<file path="config.mk">
export PLATFORM = sky130hd
export DESIGN_NAME = uart_rx
export DESIGN_NICKNAME = d
export VERILOG_FILES = /design/src/rtl/uart_rx.sv
export SDC_FILE = /design/constraint.sdc
export NUM_CORES = 1
export LEC_CHECK = 0
export ABC_AREA = 1
export BUFFER_PORTS_ARGS = -buffer_cell sky130_fd_sc_hd__buf_2
export CAP_MARGIN = 15
export CORE_ASPECT_RATIO = 1.25
export CORE_UTILIZATION = 47
export CTS_CLUSTER_DIAMETER = 150
export DETAILED_ROUTE_END_ITERATION = 10
export MAX_ROUTING_LAYER = met4
export SLEW_MARGIN = 20
export SYNTH_ARGS = -nofsm -noshare
export SYNTH_HDL_FRONTEND = slang
export SYNTH_SLANG_ARGS = --single-unit
</file>
<file path="constraint.sdc">
create_clock -name clk -period 2.5 [get_ports clk]
set_input_delay 0.5 -clock clk [delete_from_list [all_inputs] [get_ports clk]]
set_output_delay 0.5 -clock clk [all_outputs]
set_load 0.01 [all_outputs]
</file>
<file path="src/rtl/uart_rx.sv">
`timescale 1ns/1ps
`default_nettype none
// ============================================================================
//  Module      : uart_rx
//  Description : 8N1 UART receiver with 2-flop input synchronizer, mid-bit
//                sampling, break handling and a small receive FIFO.
//  Revision    : 1.0 - initial release
// ============================================================================
module uart_rx #(
    parameter int CLOCK_FREQUENCY = 27000000,
    parameter int BAUD_RATE       = 115200,
    parameter int FIFO_DEPTH      = 4
) (
    input  logic       clk,
    input  logic       rst,
    input  logic       uart_rx_pin,
    output logic [7:0] rx_data,
    output logic       rx_data_ready,
    input  logic       rx_read_ack,
    output logic       frame_error,
    output logic       overrun,
    output logic       Debug_uart_rx
);

    localparam int c_clks_per_bit = CLOCK_FREQUENCY / BAUD_RATE;
    localparam int c_half_bit     = c_clks_per_bit / 2;
    localparam int c_tmr_w        = (c_clks_per_bit > 1) ? $clog2(c_clks_per_bit) : 1;
    localparam int c_ptr_w        = $clog2(FIFO_DEPTH);
    localparam int c_cnt_w        = c_ptr_w + 1;

    localparam logic [c_tmr_w-1:0] c_bit_last  = c_tmr_w'(c_clks_per_bit - 1);
    localparam logic [c_tmr_w-1:0] c_half_last = c_tmr_w'(c_half_bit - 1);
    localparam logic [c_cnt_w-1:0] c_depth     = c_cnt_w'(FIFO_DEPTH);

    localparam logic [2:0] c_st_idle  = 3'd0;
    localparam logic [2:0] c_st_start = 3'd1;
    localparam logic [2:0] c_st_data  = 3'd2;
    localparam logic [2:0] c_st_stop  = 3'd3;
    localparam logic [2:0] c_st_break = 3'd4;

    logic [2:0]         r_state;
    logic [2:0]         w_state_next;
    logic               r_sync1;
    logic               r_rx_s;
    logic [c_tmr_w-1:0] r_timer;
    logic [2:0]         r_bit_idx;
    logic [7:0]         r_shift;
    logic               r_frame_error;
    logic               r_overrun;

    logic [7:0]         r_mem [FIFO_DEPTH];
    logic [c_ptr_w-1:0] r_wr_ptr;
    logic [c_ptr_w-1:0] r_rd_ptr;
    logic [c_cnt_w-1:0] r_count;

    logic w_bit_tick;
    logic w_stop_tick;
    logic w_push;
    logic w_pop;
    logic w_full;
    logic w_frame_err;
    logic w_overrun;
    logic w_timer_clr;

    assign w_full = (r_count == c_depth);
    assign w_pop  = rx_read_ack && (r_count != '0);

    always_ff @(posedge clk) begin
        if (rst) begin
            r_state <= c_st_idle;
        end else begin
            r_state <= w_state_next;
        end
    end

    always_comb begin
        w_state_next = r_state;
        case (r_state)
            c_st_idle:  if (!r_rx_s) w_state_next = c_st_start;
            c_st_start: if (r_timer == c_half_last) w_state_next = r_rx_s ? c_st_idle : c_st_data;
            c_st_data:  if (w_bit_tick && (r_bit_idx == 3'd7)) w_state_next = c_st_stop;
            c_st_stop:  if (w_stop_tick) w_state_next = r_rx_s ? c_st_idle : c_st_break;
            c_st_break: if (r_rx_s) w_state_next = c_st_idle;
            default:    w_state_next = c_st_idle;
        endcase
    end

    // A same-cycle pop frees the slot, so a full FIFO can still accept the byte.
    always_comb begin
        w_bit_tick    = (r_state == c_st_data) && (r_timer == c_bit_last);
        w_stop_tick   = (r_state == c_st_stop) && (r_timer == c_bit_last);
        w_push        = w_stop_tick && r_rx_s && (!w_full || w_pop);
        w_overrun     = w_stop_tick && r_rx_s && w_full && !w_pop;
        w_frame_err   = w_stop_tick && !r_rx_s;
        Debug_uart_rx = (r_state != c_st_idle);
    end

    assign w_timer_clr = (w_state_next != r_state) || w_bit_tick;

    always_ff @(posedge clk) begin
        if (rst) begin
            r_sync1       <= 1'b1;
            r_rx_s        <= 1'b1;
            r_timer       <= '0;
            r_bit_idx     <= '0;
            r_shift       <= '0;
            r_frame_error <= 1'b0;
            r_overrun     <= 1'b0;
        end else begin
            r_sync1       <= uart_rx_pin;
            r_rx_s        <= r_sync1;
            r_frame_error <= w_frame_err;
            r_overrun     <= w_overrun;
            if (w_timer_clr) begin
                r_timer <= '0;
            end else begin
                r_timer <= r_timer + 1'b1;
            end
            if (r_state == c_st_start) begin
                r_bit_idx <= '0;
            end else if (w_bit_tick) begin
                r_bit_idx <= r_bit_idx + 1'b1;
            end
            if (w_bit_tick) begin
                r_shift <= {r_rx_s, r_shift[7:1]};
            end
        end
    end

    always_ff @(posedge clk) begin
        if (w_push) begin
            r_mem[r_wr_ptr] <= r_shift;
        end
    end

    always_ff @(posedge clk) begin
        if (rst) begin
            r_wr_ptr <= '0;
            r_rd_ptr <= '0;
            r_count  <= '0;
        end else begin
            if (w_push) r_wr_ptr <= r_wr_ptr + 1'b1;
            if (w_pop)  r_rd_ptr <= r_rd_ptr + 1'b1;
            case ({w_push, w_pop})
                2'b10:   r_count <= r_count + 1'b1;
                2'b01:   r_count <= r_count - 1'b1;
                default: r_count <= r_count;
            endcase
        end
    end

    assign rx_data_ready = (r_count != '0);
    assign rx_data       = rx_data_ready ? r_mem[r_rd_ptr] : 8'h00;
    assign frame_error   = r_frame_error;
    assign overrun       = r_overrun;

endmodule
`default_nettype wire

</file>
# ---- After elaboration in Yosys (flattened, before gate mapping)
# Memory sizes are Yosys's and may differ from the RTL's. A register that Yosys moved wholly into a read port is not among the register bits.
# Index checks and enable logic that the tools add are counted.
dict set report totals {
  inputBits 4
  out_inout_bits 12
  regBits 33
  n_memories 1
  wordCells 63
  mem_bits_rw 32
}
dict set report classes {
  reduce_logical 20
  n_eq_ne 11
  addsub 6
  mux 14
}
# name words word_bits read_ports rd_ports_with_merged_regs wr line_no
set mem_list {}
lappend mem_list {r_mem 4 8 1 1 1 51} ;# logic [7:0] r_mem [FIFO_DEPTH];
# cell count
set ops {}
lappend ops {{2-to-1 mux 3 bit} 6}
lappend ops {{one-hot mux 3 bit (5 select lines)} 1}
lappend ops {{== test 3 bit, second input constant} 3}
lappend ops {{logical AND 1 bit} 9}
lappend ops {{adder 8 x 1 -> 8 bit, second input constant} 1}
lappend ops {{== test 8 x 7 -> 1 bit, second input constant} 1}
lappend ops {{== test 8 bit, second input constant} 1}
lappend ops {{2-to-1 mux 8 bit} 1}
lappend ops {{adder 3 x 1 -> 3 bit, second input constant} 2}
lappend ops {{== test 3 x 2 -> 1 bit, second input constant} 2}
lappend ops {{2-to-1 mux 2 bit} 3}
lappend ops {{one-hot mux 3 bit (2 select lines)} 1}
lappend ops {{nonzero test 3 bit} 2}
lappend ops {{adder 2 x 1 -> 2 bit, second input constant} 2}
lappend ops {{OR reduction 2 bit} 2}
lappend ops {{== test 3 x 1 -> 1 bit, second input constant} 1}
lappend ops {{zero test 1 bit} 3}
lappend ops {{zero test 3 bit} 1}
lappend ops {{inequality test 3 bit} 1}
lappend ops {{subtractor 3 x 1 -> 3 bit, second input constant} 1}
lappend ops {{== test 2 x 1 -> 1 bit, second input constant} 1}
lappend ops {{== test 2 bit, second input constant} 1}
lappend ops {{logical OR 1 bit} 2}
lappend ops {{2-to-1 mux 1 bit} 2}
lappend ops {{nonzero test 2 bit} 1}

# ---- Longest topological paths before layout
dict set report depth {
  ltp_word 8
  mapped_depth 14
  mapped_depth_nobuf 14
}

# ---- Least setup slack after synthesis
# OpenSTA, ideal clock, no wires.
dict set report synth_timing {
  kind {reg-to-reg}
  start {reg r_timer[0]}
  end {mem r_mem[0][0] (enable)}
  path_stages_with_launch 8
  t_required_ns 2.129
  arrival_ns 1.487
  synth_period_minus_slack_ns 1.858
  path_buffers 0
  setup_time_ns 0.371
  slack_ns 0.642
  cell_sequence {dfxtp_1 -> ha_1 -> nand2_1 -> nor2_2 -> nand3_2 -> nor2_4 -> nand2_2 -> nor2_1}
}
dict set report synth_between {
  elab_chain_len 6
}
# item line_no
set synth_rtl {}
lappend synth_rtl {{from (decl)} 45} ;# logic [c_tmr_w-1:0] r_timer;
lappend synth_rtl {{from (signal assigned)} 117} ;# r_timer <= r_timer + 1'b1;
lappend synth_rtl {{== test 8 bit} 91} ;# w_stop_tick = (r_state == c_st_stop) && (r_timer == c_bit_last);
lappend synth_rtl {{logical AND 1 bit} 91}
lappend synth_rtl {{logical AND 1 bit (2 in series)} 92} ;# w_push = w_stop_tick && r_rx_s && (!w_full || w_pop);
lappend synth_rtl {{2-to-1 mux 1 bit} 131} ;# if (w_push) begin
lappend synth_rtl {{2-to-1 mux 1 bit (implied by the code)} 132} ;# r_mem[r_wr_ptr] <= r_shift;
lappend synth_rtl {{to (decl)} 51}
# Every way passes these cells.

==> summary.md <==
| Metric | Value |
|---|---|
| Final Routed Wirelength | `5360 um` |
| CTS Sinks | `67` |
| Syn_area_per_cell | `9.29 um^2` |
| CTS tree | `yes` |
| Htree depth | `3` |
| Hold Buf Count CTS | `0` |
| Antenna violations before repair | `0` |
| Post-route cell area | `0.00333 mm^2` |
| GR Util All Layers | `18.4%` |
| Initial Utilization | `49.8%` |
| WHS | `330 ps` |
| CTS Buf Count | `9` |
| Pwr Total | `2.64 mW` |
| Worst slack, placed | `528 ps` |
| DRT iter0 DRCs | `99` |
| Post-synthesis cell area | `0.00296 mm^2` |
| Placed cell area | `0.00315 mm^2` |
| Max Slew Vio Count | `0` |
| Layout Skew | `6.87 ps` |
| Largest net degree at the start of global routing | `17` |
| Min-Delay Path Class | `input pin to flop` |
| Worst Path Arrival | `1680 ps` |
| DR WL/cell | `12.5 um` |
| # placed instances | `414` |
| First-pass DRT Iterations | `4` |
| Hold Vio Cnt, Final | `0` |
| Max cap viols | `0` |
| Final Wtd Congestion | `0.829` |
| Fmax | `0.458 GHz` |
| Post-CTS sizing | `0` |
| Worst VDD drop | `562 uV` |
| Die Width | `72.9 um` |
| RSZ-0062 raised after global routing | `no` |
| Main synth FF type | `dfxtp_1` |
| Rel. slew slack | `72.9%` |
| Clk slew on worst S/H paths | `70 ps` |
| Synth Instances | `318` |
| Status | `complete, no violations` |
| Core Area | `0.00593 mm^2` |
| Ports | `16` |
| Layout cell share with drive strength beyond 1 | `18.1%` |
| Ant diodes | `0` |
| Worst-Margin Slew | `406 ps` |
| HPWL after DPL | `3630 um` |
| Post-route clock period utilization | `87.3%` |
| DR vias/cell | `4.93` |
| Final min period | `2180 ps` |
| Synth Register Bits | `67` |
| Num rows | `31` |
| Worst setup margin | `317 ps` |
| CP required | `2000 ps` |
| PortBufs | `15` |
| Most frequent cells in the layout | `49 x nor2_1, 37 x nand2_1, 35 x dfxtp_1` |
| DRC violations left | `0` |
| Setup TNS | `0 ps` |
| Post-Syn Nets | `332` |
| Global route total overflow | `0` |
| Nets | `357` |
| First-pass GRT wire length | `8740 um` |
| Register area share after synthesis | `56.2%` |
| Setup Buffers After CTS | `0` |
| Final Util | `56.1%` |
| Die Y | `90.7 um` |
| Vias in the first global route | `2015` |
| Worst-path maximum fanout | `11` |
| Post-synthesis async set-or-reset flop share | `0%` |
| Setup violations, final | `0` |
| Warnings, synthesis | `0` |
| Worst-Skew Late Latency | `350 ps` |
| WS Path Type | `flop to output port` |
| Lkg Pwr | `1.29 nW` |
| DIE AREA | `0.00661 mm^2` |
| CP Capture Type | `output port` |
| Crit start category | `flop` |
| Clock Tree Buf Depth | `2` |
| Synthesis-to-finish area growth | `12.7%` |
| Post-Layout Cell Count | `430` |
| Clk root buf | `clkbuf_8` |
| Most common cell after layout, fill and taps aside | `nor2_1` |
| Total power divided by cell area | `792 mW/mm^2` |
| Number of flops mapped to enable cells by yosys | `32` |
| Final ANT Viol Nets | `0` |
| DR vias | `2121` |
| Synth cell types | `29` |
## cell type report
| class | count | area (um^2) |
|---|---|---|
| fillers | 549 | 2600 |
| flip-flops and latches | 67 | 1660 |
| multi-input cells | 208 | 1130 |
| clock buffers | 12 | 135 |
| repair buffers | 23 | 135 |
| inverters | 34 | 128 |
| well taps | 82 | 103 |
| clock inverters | 4 | 42.5 |
## layer usage
metal | vias to the layer above | GRT usage (%) | part of all wire [%]
li1 | 1102 | - | -
met1 | 983 | 19.0 | 44
met2 | 23 | 31.7 | 51
met3 | 13 | 3.35 | 2.1
met4 | 0 | 11.1 | 2.6
met5 | - | - | 0
## state kept, by name (all words and copies together), names as in the netlist, 2 cells and up, named ones only
name,cells
r_wr_ptr,2
r_shift,8
r_state,3
r_timer,8
r_rd_ptr,2
r_mem,32
r_bit_idx,3
r_count,3
## power breakdown
group / total, mW / leakage [nW] / internal [mW] / switching [mW]
sequential: 1.23 / 0.580 / 1.18 / 0.0446
combinational: 0.576 / 0.624 / 0.201 / 0.375
clock: 0.836 / 0.0894 / 0.453 / 0.383
total: 2.64 / 1.29 / 1.84 / 0.802
## critical path, cell delays in order (launching register included)
cell and delay (ps):
dfxtp_1 570, buf_4 230, nor2_1 50, nor2_1 70
o21ai_0 80, a21oi_1 180, buf_2 150
## final timing paths
path	slack, ps	to	from	depth (start not counted)
max	320	rx_data[7]	flop	6
min	330	r_sync1	uart_rx_pin	2
max reg2reg	500	r_count[2]	r_timer[1]	14
min reg2reg	420	r_rx_s	r_sync1	1
## synth_stat cells (4+ instances only)
cell | n | share of area [%]
edfxtp_1 | 32 | 33
buf_2 | 4 | 0.68
o21ai_0 | 17 | 2.9
a21oi_1 | 27 | 4.6
nor2_4 | 4 | 1.5
inv_1 | 31 | 3.9
nand4_1 | 4 | 0.85
dfxtp_1 | 35 | 24
nand2_1 | 37 | 4.7
nor2_2 | 11 | 2.3
ha_1 | 9 | 3.8
nand3_1 | 21 | 3.6
nor2_1 | 49 | 6.2
clkbuf_1 | 4 | 0.51
nand3_2 | 4 | 1.4
## cells by family (layout without fill, tap and decap cells)
group	after synthesis	count (layout)	synth area share [%]
AOI/OAI and AO/OA	51	51	8.93
adders and majority gates	10	10	4.49
xor gates and xnor gates	6	6	1.78
buffers and inverters	43	73	5.63
and+or+nand+nor	141	141	22.9
DFF	67	67	56.2
Note: power is estimated with default switching activity, not from simulation.
